**config.mk**
```make
export PLATFORM = sky130hd
export DESIGN_NAME = hazard_stall_gen_flat
export DESIGN_NICKNAME = d
export VERILOG_FILES = /design/src/rtl/hazard_stall_gen_if.sv /design/src/rtl/hazard_stall_gen.sv /design/src/flat_wrapper.sv
export SDC_FILE = /design/constraint.sdc
export NUM_CORES = 1
export LEC_CHECK = 0
export CORE_ASPECT_RATIO = 1.25
export CORE_MARGIN = 8
export CORE_UTILIZATION = 52
export DETAILED_ROUTE_END_ITERATION = 8
export GPL_TIMING_DRIVEN = 1
export PLACE_DENSITY = 0.84
export REMOVE_ABC_BUFFERS = 1
export SKIP_LAST_GASP = 1
export SYNTH_ARGS = -nofsm -noshare
export SYNTH_HDL_FRONTEND = slang
export SYNTH_SLANG_ARGS = --single-unit
export TNS_END_PERCENT = 50
```
**constraint.sdc**
```tcl
create_clock -name clk -period 3.1 [get_ports clk]
set_clock_uncertainty 0.1 [all_clocks]
set_input_delay 0.62 -clock clk [delete_from_list [all_inputs] [get_ports clk]]
set_output_delay 0.62 -clock clk [all_outputs]
set_load 0.01 [all_outputs]
```
**src/rtl/hazard_stall_gen_if.sv**
```systemverilog
// D-stage decode view shared between the decoder and the hazard/stall generator.
// The decoder side drives the D fields and flush; the stall generator returns stall and md_busy.
interface hazard_stall_gen_if;
  logic [4:0] d_rs;
  logic [4:0] d_rt;
  logic [1:0] d_tuse_rs;
  logic [1:0] d_tuse_rt;
  logic [4:0] d_wreg;
  logic [1:0] d_tnew;
  logic       d_md_start;
  logic       d_md_div;
  logic       d_md_use;
  logic       flush;
  logic       stall;
  logic       md_busy;

  modport master (
    output d_rs, d_rt, d_tuse_rs, d_tuse_rt, d_wreg, d_tnew,
    output d_md_start, d_md_div, d_md_use, flush,
    input  stall, md_busy
  );

  modport slave (
    input  d_rs, d_rt, d_tuse_rs, d_tuse_rt, d_wreg, d_tnew,
    input  d_md_start, d_md_div, d_md_use, flush,
    output stall, md_busy
  );
endinterface

```
**src/rtl/hazard_stall_gen.sv**
```systemverilog
// Tuse/Tnew hazard detector for the 5-stage MIPS pipeline: tracks E/M destinations
// and the mult/div busy window, and requests a stall when forwarding cannot help.
module hazard_stall_gen #(
  parameter int MULT_CYCLES = 5,
  parameter int DIV_CYCLES  = 10,
  parameter int CNT_W       = 4
) (
  input  logic              clk,
  input  logic              rst_n,
  hazard_stall_gen_if.slave hz
);

  localparam logic [CNT_W-1:0] MULT_LD = CNT_W'(MULT_CYCLES);
  localparam logic [CNT_W-1:0] DIV_LD  = CNT_W'(DIV_CYCLES);
  localparam logic [CNT_W-1:0] CNT_ONE = CNT_W'(1);

  logic [4:0]       e_wreg_q, e_wreg_d;
  logic [1:0]       e_tnew_q, e_tnew_d;
  logic             e_md_q,   e_md_d;
  logic             e_div_q,  e_div_d;
  logic [4:0]       m_wreg_q, m_wreg_d;
  logic [1:0]       m_tnew_q, m_tnew_d;
  logic [CNT_W-1:0] md_cnt_q, md_cnt_d;

  logic md_busy_w;
  logic stall_w;

  // A source with tuse=3 can never be below a 2-bit Tnew, so "not read" needs no special case.
  function automatic logic hz_chk(input logic [4:0] r, input logic [1:0] tu,
                                  input logic [4:0] w, input logic [1:0] tn);
    return (r != 5'd0) && (r == w) && (tu < tn);
  endfunction

  always_comb begin
    md_busy_w = e_md_q | (md_cnt_q != '0);
    stall_w   = !hz.flush &&
                ( hz_chk(hz.d_rs, hz.d_tuse_rs, e_wreg_q, e_tnew_q)
                | hz_chk(hz.d_rt, hz.d_tuse_rt, e_wreg_q, e_tnew_q)
                | hz_chk(hz.d_rs, hz.d_tuse_rs, m_wreg_q, m_tnew_q)
                | hz_chk(hz.d_rt, hz.d_tuse_rt, m_wreg_q, m_tnew_q)
                | (hz.d_md_use & md_busy_w) );
  end

  assign hz.md_busy = md_busy_w;
  assign hz.stall   = stall_w;

  always_comb begin
    e_wreg_d = '0;
    e_tnew_d = '0;
    e_md_d   = 1'b0;
    e_div_d  = 1'b0;
    m_wreg_d = '0;
    m_tnew_d = '0;
    md_cnt_d = md_cnt_q;

    if (!hz.flush) begin
      m_wreg_d = e_wreg_q;
      m_tnew_d = (e_tnew_q == 2'd0) ? 2'd0 : e_tnew_q - 2'd1;
      if (!stall_w) begin
        e_wreg_d = hz.d_wreg;
        e_tnew_d = hz.d_tnew;
        e_md_d   = hz.d_md_start;
        e_div_d  = hz.d_md_div;
      end
    end

    // The busy window keeps running through a flush; only an op flushed in E never starts it.
    if (e_md_q && !hz.flush) begin
      md_cnt_d = e_div_q ? DIV_LD : MULT_LD;
    end else if (md_cnt_q != '0) begin
      md_cnt_d = md_cnt_q - CNT_ONE;
    end
  end

  always_ff @(posedge clk or negedge rst_n) begin
    if (!rst_n) begin
      e_wreg_q <= '0;
      e_tnew_q <= '0;
      e_md_q   <= 1'b0;
      e_div_q  <= 1'b0;
      m_wreg_q <= '0;
      m_tnew_q <= '0;
      md_cnt_q <= '0;
    end else begin
      e_wreg_q <= e_wreg_d;
      e_tnew_q <= e_tnew_d;
      e_md_q   <= e_md_d;
      e_div_q  <= e_div_d;
      m_wreg_q <= m_wreg_d;
      m_tnew_q <= m_tnew_d;
      md_cnt_q <= md_cnt_d;
    end
  end

endmodule

```
**src/flat_wrapper.sv**
```systemverilog
// flat-port wrapper written by rule: the top's interface ports become plain ports
module hazard_stall_gen_flat 
#(
  parameter int MULT_CYCLES = 5,
  parameter int DIV_CYCLES  = 10,
  parameter int CNT_W       = 4
)
  (clk, rst_n, hz_d_rs, hz_d_rt, hz_d_tuse_rs, hz_d_tuse_rt, hz_d_wreg, hz_d_tnew, hz_d_md_start, hz_d_md_div, hz_d_md_use, hz_flush, hz_stall, hz_md_busy);
  hazard_stall_gen_if hz_i ();
  input  logic clk;
  input  logic rst_n;
  input wire logic [$bits(hz_i.d_rs)-1:0] hz_d_rs;
  input wire logic [$bits(hz_i.d_rt)-1:0] hz_d_rt;
  input wire logic [$bits(hz_i.d_tuse_rs)-1:0] hz_d_tuse_rs;
  input wire logic [$bits(hz_i.d_tuse_rt)-1:0] hz_d_tuse_rt;
  input wire logic [$bits(hz_i.d_wreg)-1:0] hz_d_wreg;
  input wire logic [$bits(hz_i.d_tnew)-1:0] hz_d_tnew;
  input wire logic [$bits(hz_i.d_md_start)-1:0] hz_d_md_start;
  input wire logic [$bits(hz_i.d_md_div)-1:0] hz_d_md_div;
  input wire logic [$bits(hz_i.d_md_use)-1:0] hz_d_md_use;
  input wire logic [$bits(hz_i.flush)-1:0] hz_flush;
  output wire logic [$bits(hz_i.stall)-1:0] hz_stall;
  output wire logic [$bits(hz_i.md_busy)-1:0] hz_md_busy;
  assign hz_i.d_rs = hz_d_rs;
  assign hz_i.d_rt = hz_d_rt;
  assign hz_i.d_tuse_rs = hz_d_tuse_rs;
  assign hz_i.d_tuse_rt = hz_d_tuse_rt;
  assign hz_i.d_wreg = hz_d_wreg;
  assign hz_i.d_tnew = hz_d_tnew;
  assign hz_i.d_md_start = hz_d_md_start;
  assign hz_i.d_md_div = hz_d_md_div;
  assign hz_i.d_md_use = hz_d_md_use;
  assign hz_i.flush = hz_flush;
  assign hz_stall = hz_i.stall;
  assign hz_md_busy = hz_i.md_busy;
  hazard_stall_gen #(.MULT_CYCLES(MULT_CYCLES), .DIV_CYCLES(DIV_CYCLES), .CNT_W(CNT_W)) u_core (.clk(clk), .rst_n(rst_n), .hz(hz_i));
endmodule
```
* Word level (Yosys, flattened, before mapping)
Index checks and enable logic that the tools add are counted.
** Word-level totals
- Bits in registers :: 20
- Output and inout bits :: 2
- Word-level logic and storage cells :: 53
** Cells by class
- $add $sub $neg :: 2
- $lt $le $gt $ge :: 4
- Equality and inequality tests :: 4
- Mux-type cells :: 14
- Bitwise operators :: 6
- Reduce and logical (&&, ||, !) cells :: 16
** Operators with widths (count)
- == test 5 bit :: 4
- two-way mux 5 bit :: 3
- two-way mux 4 bit :: 3
- logical AND 1 bit :: 10
- nonzero test 5 bit :: 2
- < comparator 2 bit :: 4
- two-way mux 2 bit :: 4
- bitwise OR 1 bit :: 5
- two-way mux 1 bit :: 4
- nonzero test 4 bit :: 1
- subtractor 4 x 1 -> 4 bit, second input constant :: 1
- logical NOT 2 bit :: 1
- nonzero test 2 bit :: 1
- subtractor 2 x 1 -> 2 bit, second input constant :: 1
- bitwise AND 1 bit :: 1
- logical NOT 1 bit :: 1

* Longest topological paths before layout
Gate-level depths: netlist (run 1).
- Depth in word-level cells :: 10
- Gate-level depth with buffers :: 7
- Gate-level depth less buffers :: 6

* Worst setup path before layout (run 1)
No wires, ideal clock.
- Path kind :: input to output
- From :: input port hz_d_tuse_rt[1]
- To :: output port hz_stall
- Arrival :: 1.872 ns
- Required time :: 2.380 ns
- Slack :: 0.508 ns
- Stages :: 5
- Buffers on the path :: 0
- Cell sequence :: ha_1 a2111oi_4 nand4_1 a21oi_2 o31a_1
** Between the ends
- Word-level cells in the longest chain between the ends :: 7
- Elaborated cells on any way between the ends :: 9
- Classes of those cells :: order compare (2); bitwise (4); reduce/logical (3)
** Ends and longest elaborated chain
- from (decl) :: RTL line flat_wrapper.sv:15 : input wire logic [$bits(hz_i.d_tuse_rt)-1:0] hz_d_tuse_rt;
- < comparator 2 bit :: RTL line hazard_stall_gen.sv:31 : return (r != 5'd0) && (r == w) && (tu < tn);
- logical AND 1 bit :: RTL line hazard_stall_gen.sv:31
- bitwise OR 1 bit :: RTL line hazard_stall_gen.sv:38 : | hz_chk(hz.d_rt, hz.d_tuse_rt, e_wreg_q, e_tnew_q)
- bitwise OR 1 bit :: RTL line hazard_stall_gen.sv:39 : | hz_chk(hz.d_rs, hz.d_tuse_rs, m_wreg_q, m_tnew_q)
- bitwise OR 1 bit * :: RTL line hazard_stall_gen.sv:40 : | hz_chk(hz.d_rt, hz.d_tuse_rt, m_wreg_q, m_tnew_q)
- bitwise OR 1 bit * :: RTL line hazard_stall_gen.sv:41 : | (hz.d_md_use & md_busy_w) );
- logical AND 1 bit * :: RTL line hazard_stall_gen.sv:36 : stall_w = !hz.flush &&
- to (decl) :: RTL line flat_wrapper.sv:22 : output wire logic [$bits(hz_i.stall)-1:0] hz_stall;
Mark *: on every way between the ends. The rest lies on a longest branch, timed or not.

* Worst setup path after layout (run 1)
- From :: input port hz_d_rt[0]
- To :: output port hz_stall
** Between the ends
- Word-level cells in the longest chain between the ends :: 8
- Elaborated cells on any way between the ends :: 12
- Classes of those cells :: eq/ne (2); bitwise (4); reduce/logical (6)
** Ends and longest elaborated chain
- from (decl) :: RTL line flat_wrapper.sv:13 : input wire logic [$bits(hz_i.d_rt)-1:0] hz_d_rt;
- == test 5 bit / nonzero test 5 bit (equally long branches) :: RTL line hazard_stall_gen.sv:31
- logical AND 1 bit (2 in series) :: RTL line hazard_stall_gen.sv:31
- bitwise OR 1 bit :: RTL line hazard_stall_gen.sv:38
- bitwise OR 1 bit :: RTL line hazard_stall_gen.sv:39
- bitwise OR 1 bit * :: RTL line hazard_stall_gen.sv:40
- bitwise OR 1 bit * :: RTL line hazard_stall_gen.sv:41
- logical AND 1 bit * :: RTL line hazard_stall_gen.sv:36
Marked as above.

==> flow_summary.toml, run 1 <==
[logic_synthesis]
synth.yosys.warnings = 0
post_synth_inst_count = 116
synth_seq_area_share_pct = 42.9
mappedNetlistArea_mm2 = 0.00117
synth.ff_latch_count = 20
syn_area_per_cell_um2 = 10.1
number_of_unique_standard_cell_types_used_by_synthesis = 25

[power_and_ir_drop]
power.density_cell_area_mw_per_mm2 = 459
static_leak_nw = 0.694
ir_worst_vdd_mv = 0.434

[clock_network]
worst_skew_pair.late_latency_ps = 310
cts_tree = "built"
clk_pin_slew_worst_paths_ps = 110
cts_inserted_buffers = 3
postCtsSetupRepairBufs = 0
clock_tree.buffer_depth = 2
clkSinkCount = 20
clock_tree.htree_level_count = 1
clock_tree.root_cell = "sky130_fd_sc_hd__clkbuf_4"

[cells_and_area]
layout.cells.most_common = "sky130_fd_sc_hd__clkdlybuf4s50_1"
final_net_count = 191
antenna-diode-count = 0
final_cells = 187
highest_count_cells_in_the_layout_ignoring_fill_and_taps = "sky130_fd_sc_hd__clkdlybuf4s50_1 (26), sky130_fd_sc_hd__dfrtp_1 (20), sky130_fd_sc_hd__nand2_1 (12)"
drive_gt1_share_pct = 12.8
synthToLayoutAreaGrowth_pct = 35.5

[worst_setup_path]
critical_r2r_capture = "u_core.e_wreg_q[3]"
crit_path_max_incr_delay_ps = 550
critical_path_class = "input port to primary output"
timing.critical_path.max_delay_family = "simple AND/OR/NAND/NOR gates"
levels_on_crit_path = 6
cp_num_buf_inv = 2
r2r-start = "u_core.m_tnew_q[1]"
critPathCapture = "hz_stall"
critPathLaunch = "hz_d_rt[0]"
cp.required_ps = 2380
cp.arrival_ps = 2260
crit_path_top_delay_cell = "sky130_fd_sc_hd__or4_1"
reg2regPathDepth = 7
crit_path_end_kind = "primary output"
timing.critical_path.fanout_max = 3
r2r_slack_ps = 1240
worst_setup_path_start_kind = "input port"
path_cells = "clkdlybuf4s50_1, or4_1, nor2_1, a21oi_2, o31a_1, buf_2"

[placement]
post-dp-hpwl_mm = 2.46
gpl_congestion = 0.886
place.detailed.instances = 184
pre_cts_slack_ps = -317
portBuffers = 28

[timing]
slew_viol_final = 0
postLayoutSetupSlackWorst_ps = 120
setup_viol_count_final = 0
grt_setup_unrepaired = "no"
hold_viol_final = 0
timing.hold.ws_ps = 347
max_freq_ghz = 0.336
timing_worst_slew_pin_value_ps = 860
worst_slew_margin_rel_pct = 42.5
fin_crit_sh_pct = 96.1
timing.final.crit_period_ps = 2980

[status]
result_of_the_run = "completed"

[floorplan]
num_rows = 19
dieWidth_um = 58.4
floorplan.core_area_mm2 = 0.00216
die_h_um = 68.9
initial_core_util_pct = 53.9
full_die_area_mm2 = 0.00402
io_pins = 29

[route]
detailedRoute.firstPassIterationCount = 4
first_iter_violations = 15
num_vias = 1007
drt_drc_violations_left = 0
postRouteAntennaNets = 0
post_drt_wl_per_cell_um = 15.8
drt-vias-per-instance = 5.39
totalWireLength_mm = 2.95

[global_routing]
antenna_found_initial = 0
first_global_vias = 1128
global_route.overflow_total = 0
largest_net_degree_at_the_start_of_global_routing = 21
grt_use_total_pct = 16.6
global_route_wire_length_before_repair_mm = 5.02

[run]
cap_viol_max_count = 0

[worst_hold_path]
hold_path_class = "flop to flop"
-- worst register-to-register path, stage by stage, from the launching register on --
cell and delay [ps]:
sky130_fd_sc_hd__dfrtp_1 370, sky130_fd_sc_hd__inv_1 80, sky130_fd_sc_hd__ha_1 240, sky130_fd_sc_hd__a2111oi_2 350, sky130_fd_sc_hd__nand4_1 150, sky130_fd_sc_hd__a21oi_2 180
sky130_fd_sc_hd__buf_4 180, sky130_fd_sc_hd__nor4_1 70
-- kinds of logic (layout without fill, tap and decap cells) --
family,after synthesis,after routing,synth area share [%]
simple gates,47,47,21.7
fa+ha+maj,6,6,6.44
buf+inv,8,48,2.57
compound gates,13,13,9.87
flops,20,20,42.9
xor+xnor,22,22,16.5
-- where the power goes --
group	switching (mW)	internal [mW]	total [mW]
sequential	0.0337	0.302	0.336
combinational	0.126	0.140	0.266
clock	0.0779	0.0455	0.123
total	0.238	0.488	0.725
-- registers in the layout, indices dropped and copies added (netlist names) --
| signal | flops |
|---|---|
| u_core.m_wreg_q | 5 |
| u_core.e_tnew_q | 2 |
| u_core.m_tnew_q | 2 |
| u_core.e_wreg_q | 5 |
| u_core.md_cnt_q | 4 |
| u_core.e_md_q | 1 |
| u_core.e_div_q | 1 |
-- cell type report --
| type | count | area, µm² |
|---|---|---|
| Fill cell | 166 | 583 |
| Sequential cell | 20 | 500 |
| Multi-Input combinational cell | 88 | 636 |
| Tap cell | 31 | 38.8 |
| Inverter | 6 | 22.5 |
| Clock buffer | 3 | 22.5 |
| Timing Repair Buffer | 39 | 360 |
-- stage by stage --
step	setup TNS, ps	area [µm²]	util, %	power, mW
2_1_floorplan	0	1160	-	0.498
6_report	0	1580	73.0	0.725
4_1_cts	0	1580	73.2	0.728
3_5_place_dp	-317	1560	72.1	0.608
5_1_grt	0	1580	73.0	0.771
3_3_place_gp	-287	1560	72.1	0.585
-- cells in the mapped netlist --
| cell type | instances | area, µm² |
|---|---|---|
| sky130_fd_sc_hd__a2111oi_2 | 1 | 15.0 |
| sky130_fd_sc_hd__a2111oi_4 | 1 | 27.5 |
| sky130_fd_sc_hd__a21o_1 | 1 | 7.51 |
| sky130_fd_sc_hd__a21oi_1 | 3 | 15.0 |
| sky130_fd_sc_hd__a21oi_2 | 2 | 17.5 |
| sky130_fd_sc_hd__a31o_2 | 1 | 8.76 |
| sky130_fd_sc_hd__and2_1 | 2 | 12.5 |
| sky130_fd_sc_hd__buf_1 | 1 | 3.75 |
| sky130_fd_sc_hd__clkbuf_1 | 1 | 3.75 |
| sky130_fd_sc_hd__dfrtp_1 | 20 | 500 |
| sky130_fd_sc_hd__ha_1 | 6 | 75.1 |
| sky130_fd_sc_hd__inv_1 | 6 | 22.5 |
| sky130_fd_sc_hd__nand2_1 | 12 | 45.0 |
| sky130_fd_sc_hd__nand2b_1 | 3 | 18.8 |
| sky130_fd_sc_hd__nand4_1 | 4 | 25.0 |
| sky130_fd_sc_hd__nor2_1 | 4 | 15.0 |
| sky130_fd_sc_hd__nor2b_1 | 5 | 31.3 |
| sky130_fd_sc_hd__nor3_1 | 3 | 15.0 |
| sky130_fd_sc_hd__nor4_1 | 11 | 68.8 |
| sky130_fd_sc_hd__o21ai_0 | 3 | 15.0 |
| sky130_fd_sc_hd__o31a_1 | 1 | 8.76 |
| sky130_fd_sc_hd__or3_1 | 1 | 6.26 |
| sky130_fd_sc_hd__or4_1 | 2 | 15.0 |
| sky130_fd_sc_hd__xnor2_1 | 11 | 96.3 |
| sky130_fd_sc_hd__xor2_1 | 11 | 96.3 |
-- layer usage --
layer,global-route usage (%),wire length [µm]
met5,0,0
met2,30.9,1510
met3,4.08,152
met4,11.0,91
met1,16.1,1200
-- timing repair --
item,4_1_cts,5_1_grt
pin swaps,4,7
hold buffers,0,0
gates resized for setup,3,2
endpoints found under the setup margin,1,1
-- worst min-delay path by stage --
| stage | start | endpoint | slack [ps] | cells past startpoint |
|---|---|---|---|---|
| after floorplan | rst_n | u_core.e_div_q | 220 | 0 |
| after global placement | u_core.e_tnew_q[0] | u_core.m_tnew_q[0] | 330 | 1 |
| after detailed placement | u_core.e_tnew_q[0] | u_core.m_tnew_q[0] | 330 | 1 |
| after CTS | u_core.e_tnew_q[0] | u_core.m_tnew_q[0] | 350 | 1 |
| after global routing | u_core.e_tnew_q[0] | u_core.m_tnew_q[0] | 400 | 1 |
| final | u_core.e_tnew_q[0] | u_core.m_tnew_q[0] | 350 | 1 |
Power figures use the tool's default switching activity.
==> inputs of run 2 (changes only) <==
--- a/config.mk
+++ b/config.mk
@@ -5,12 +5,14 @@
 export SDC_FILE = /design/constraint.sdc
 export NUM_CORES = 1
 export LEC_CHECK = 0
+export CELL_PAD_IN_SITES_DETAIL_PLACEMENT = 1
+export CELL_PAD_IN_SITES_GLOBAL_PLACEMENT = 1
 export CORE_ASPECT_RATIO = 1.25
 export CORE_MARGIN = 8
-export CORE_UTILIZATION = 52
+export CORE_UTILIZATION = 39
 export DETAILED_ROUTE_END_ITERATION = 8
 export GPL_TIMING_DRIVEN = 1
-export PLACE_DENSITY = 0.84
+export PLACE_DENSITY_LB_ADDON = 0.1
 export REMOVE_ABC_BUFFERS = 1
 export SKIP_LAST_GASP = 1
 export SYNTH_ARGS = -nofsm -noshare
==> flow_summary.toml, run 2 (synthesis results as in run 1) <==
[cells_and_area]
largest_registers = "u_core.e_wreg_q (5), u_core.m_wreg_q (5), u_core.md_cnt_q (4)"
synthToLayoutAreaGrowth_pct = 39.8
finalInstanceArea_mm2 = 0.00163
antenna-diode-count = 0
highest_count_cells_in_the_layout_ignoring_fill_and_taps = "sky130_fd_sc_hd__clkdlybuf4s50_1 (25), sky130_fd_sc_hd__dfrtp_1 (20), sky130_fd_sc_hd__nand2_1 (12)"
final_net_count = 191
drive_gt1_share_pct = 14.6
final_core_util_pct = 56.4
layout.cells.most_common = "sky130_fd_sc_hd__clkdlybuf4s50_1"

[global_routing]
antenna_found_initial = 0
largest_net_degree_at_the_start_of_global_routing = 21
first_global_vias = 1173
top_usage_layer = "met2"
global_route_wire_length_before_repair_mm = 5.20
grt_use_total_pct = 12.8
globalRouteMet1Util_pct = 13.1
globalRouteMet3Util_pct = 3.34
grt_use_met2_pct = 23.7
global_route.overflow_total = 0

[floorplan]
io_pins = 29
num_rows = 22
initial_core_util_pct = 40.3
full_die_area_mm2 = 0.00501
die_h_um = 77.1
dieWidth_um = 64.9
floorplan.core_area_mm2 = 0.00289

[timing]
fin_crit_sh_pct = 97.2
setup_viol_count_final = 0
grt_setup_unrepaired = "no"
slew_viol_final = 0
worst_slew_margin_rel_pct = 41.3
hold_viol_final = 0
postLayoutSetupSlackWorst_ps = 87.6
timing.hold.ws_ps = 355
timing_worst_slew_pin_value_ps = 878
timing.final.crit_period_ps = 3010
max_freq_ghz = 0.332

[route]
totalWireLength_mm = 3.11
drt_drc_violations_left = 0
first_iter_violations = 15
post_drt_wl_per_cell_um = 16.1
drt-vias-per-instance = 5.17
num_vias = 998
postRouteAntennaNets = 0
detailedRoute.firstPassIterationCount = 2

[worst_hold_path]
hold_path_class = "flop to flop"

[worst_setup_path]
crit_path_end_kind = "primary output"
critical_path_class = "input port to primary output"
path_cells = "clkdlybuf4s50_1, ha_1, a2111oi_2, nand4_1, a21oi_2, o31a_1, buf_2"
worst_setup_path_start_kind = "input port"
crit_path_top_delay_cell = "sky130_fd_sc_hd__clkdlybuf4s50_1"
crit_path_max_incr_delay_ps = 490
cp_num_buf_inv = 2
timing.critical_path.max_delay_family = "compound AO/OA/AOI/OAI gates"
timing.critical_path.fanout_max = 2
cp.arrival_ps = 2290
cp.required_ps = 2380

[clock_network]
post_cts_hold_buffer_count = 0
cts_tree = "built"
clock_tree.htree_level_count = 1
cts_inserted_buffers = 3
clk_pin_slew_worst_paths_ps = 120
clock_tree.root_cell = "sky130_fd_sc_hd__clkbuf_4"
clock_tree.buffer_depth = 2
worst_skew_pair.late_latency_ps = 310
clkSinkCount = 20

[placement]
post-dp-hpwl_mm = 2.64
postPlaceCellArea_mm2 = 0.00157
pre_cts_slack_ps = -365
portBuffers = 28
gpl_congestion = 0.768

[status]
result_of_the_run = "completed"

[power_and_ir_drop]
static_leak_nw = 0.704
report.power.total_uw = 826
power.density_cell_area_mw_per_mm2 = 506
ir_worst_vdd_mv = 0.324

[run]
cap_viol_max_count = 0
run 2: final cells by class:
class | count | area (µm²)
fill | 359 | 1260
sequential | 20 | 500
clock buffer | 3 | 22.5
tap | 36 | 45.0
clock inverter | 1 | 30.0
inverter | 6 | 22.5
multi-input combinational | 88 | 654
timing repair buffer | 39 | 355
run 2: timing repair:
item | 4_1_cts | 5_1_grt
setup buffers | 0 | 0
resized for setup | 8 | 0
endpoints found under the setup margin | 1 | 0
run 2: path summary, 6_finish.rpt:
path / start / end / slack (ps) / cells after the start
max in group asynchronous: rst_n / u_core.m_wreg_q[0] / 1670 / 1
worst max-delay path: hz_d_tuse_rs[1] / hz_stall / 90 / 7
worst min register to register: u_core.e_tnew_q[0] / u_core.m_tnew_q[0] / 350 / 1
worst min-delay path: u_core.e_tnew_q[0] / u_core.m_tnew_q[0] / 350 / 1
min in group asynchronous: rst_n / u_core.e_tnew_q[1] / 700 / 1
worst max register to register: u_core.m_tnew_q[1] / u_core.e_wreg_q[0] / 1230 / 7
run 2: report_power, final:
| part | switching, mW | internal (mW) | total, mW | leakage [nW] |
|---|---|---|---|---|
| registers | 0.0356 | 0.302 | 0.338 | 0.264 |
| clock network | 0.0851 | 0.131 | 0.216 | 0.0279 |
| logic | 0.129 | 0.144 | 0.272 | 0.411 |
run 2: stage by stage:
stage          instances  TNS [ps]
2_1_floorplan        114         0
3_3_place_gp         189      -328
3_5_place_dp         189      -365
4_1_cts              193         0
5_1_grt              193         0
6_report             193         0
run 2: per-layer routing:
metal  wire length, µm  vias up
li1                  -      486
met1              1220      483
met2              1680       25
met3               173        4
met4                34        0
met5                 0        -
==> inputs of run 3 (changes only) <==
--- a/config.mk
+++ b/config.mk
@@ -5,6 +5,7 @@
 export SDC_FILE = /design/constraint.sdc
 export NUM_CORES = 1
 export LEC_CHECK = 0
+export CAP_MARGIN = 20
 export CELL_PAD_IN_SITES_DETAIL_PLACEMENT = 1
 export CELL_PAD_IN_SITES_GLOBAL_PLACEMENT = 1
 export CORE_ASPECT_RATIO = 1.25
==> results of run 3 <==
Final layout, timing and power as in run 2 (identical DEF).
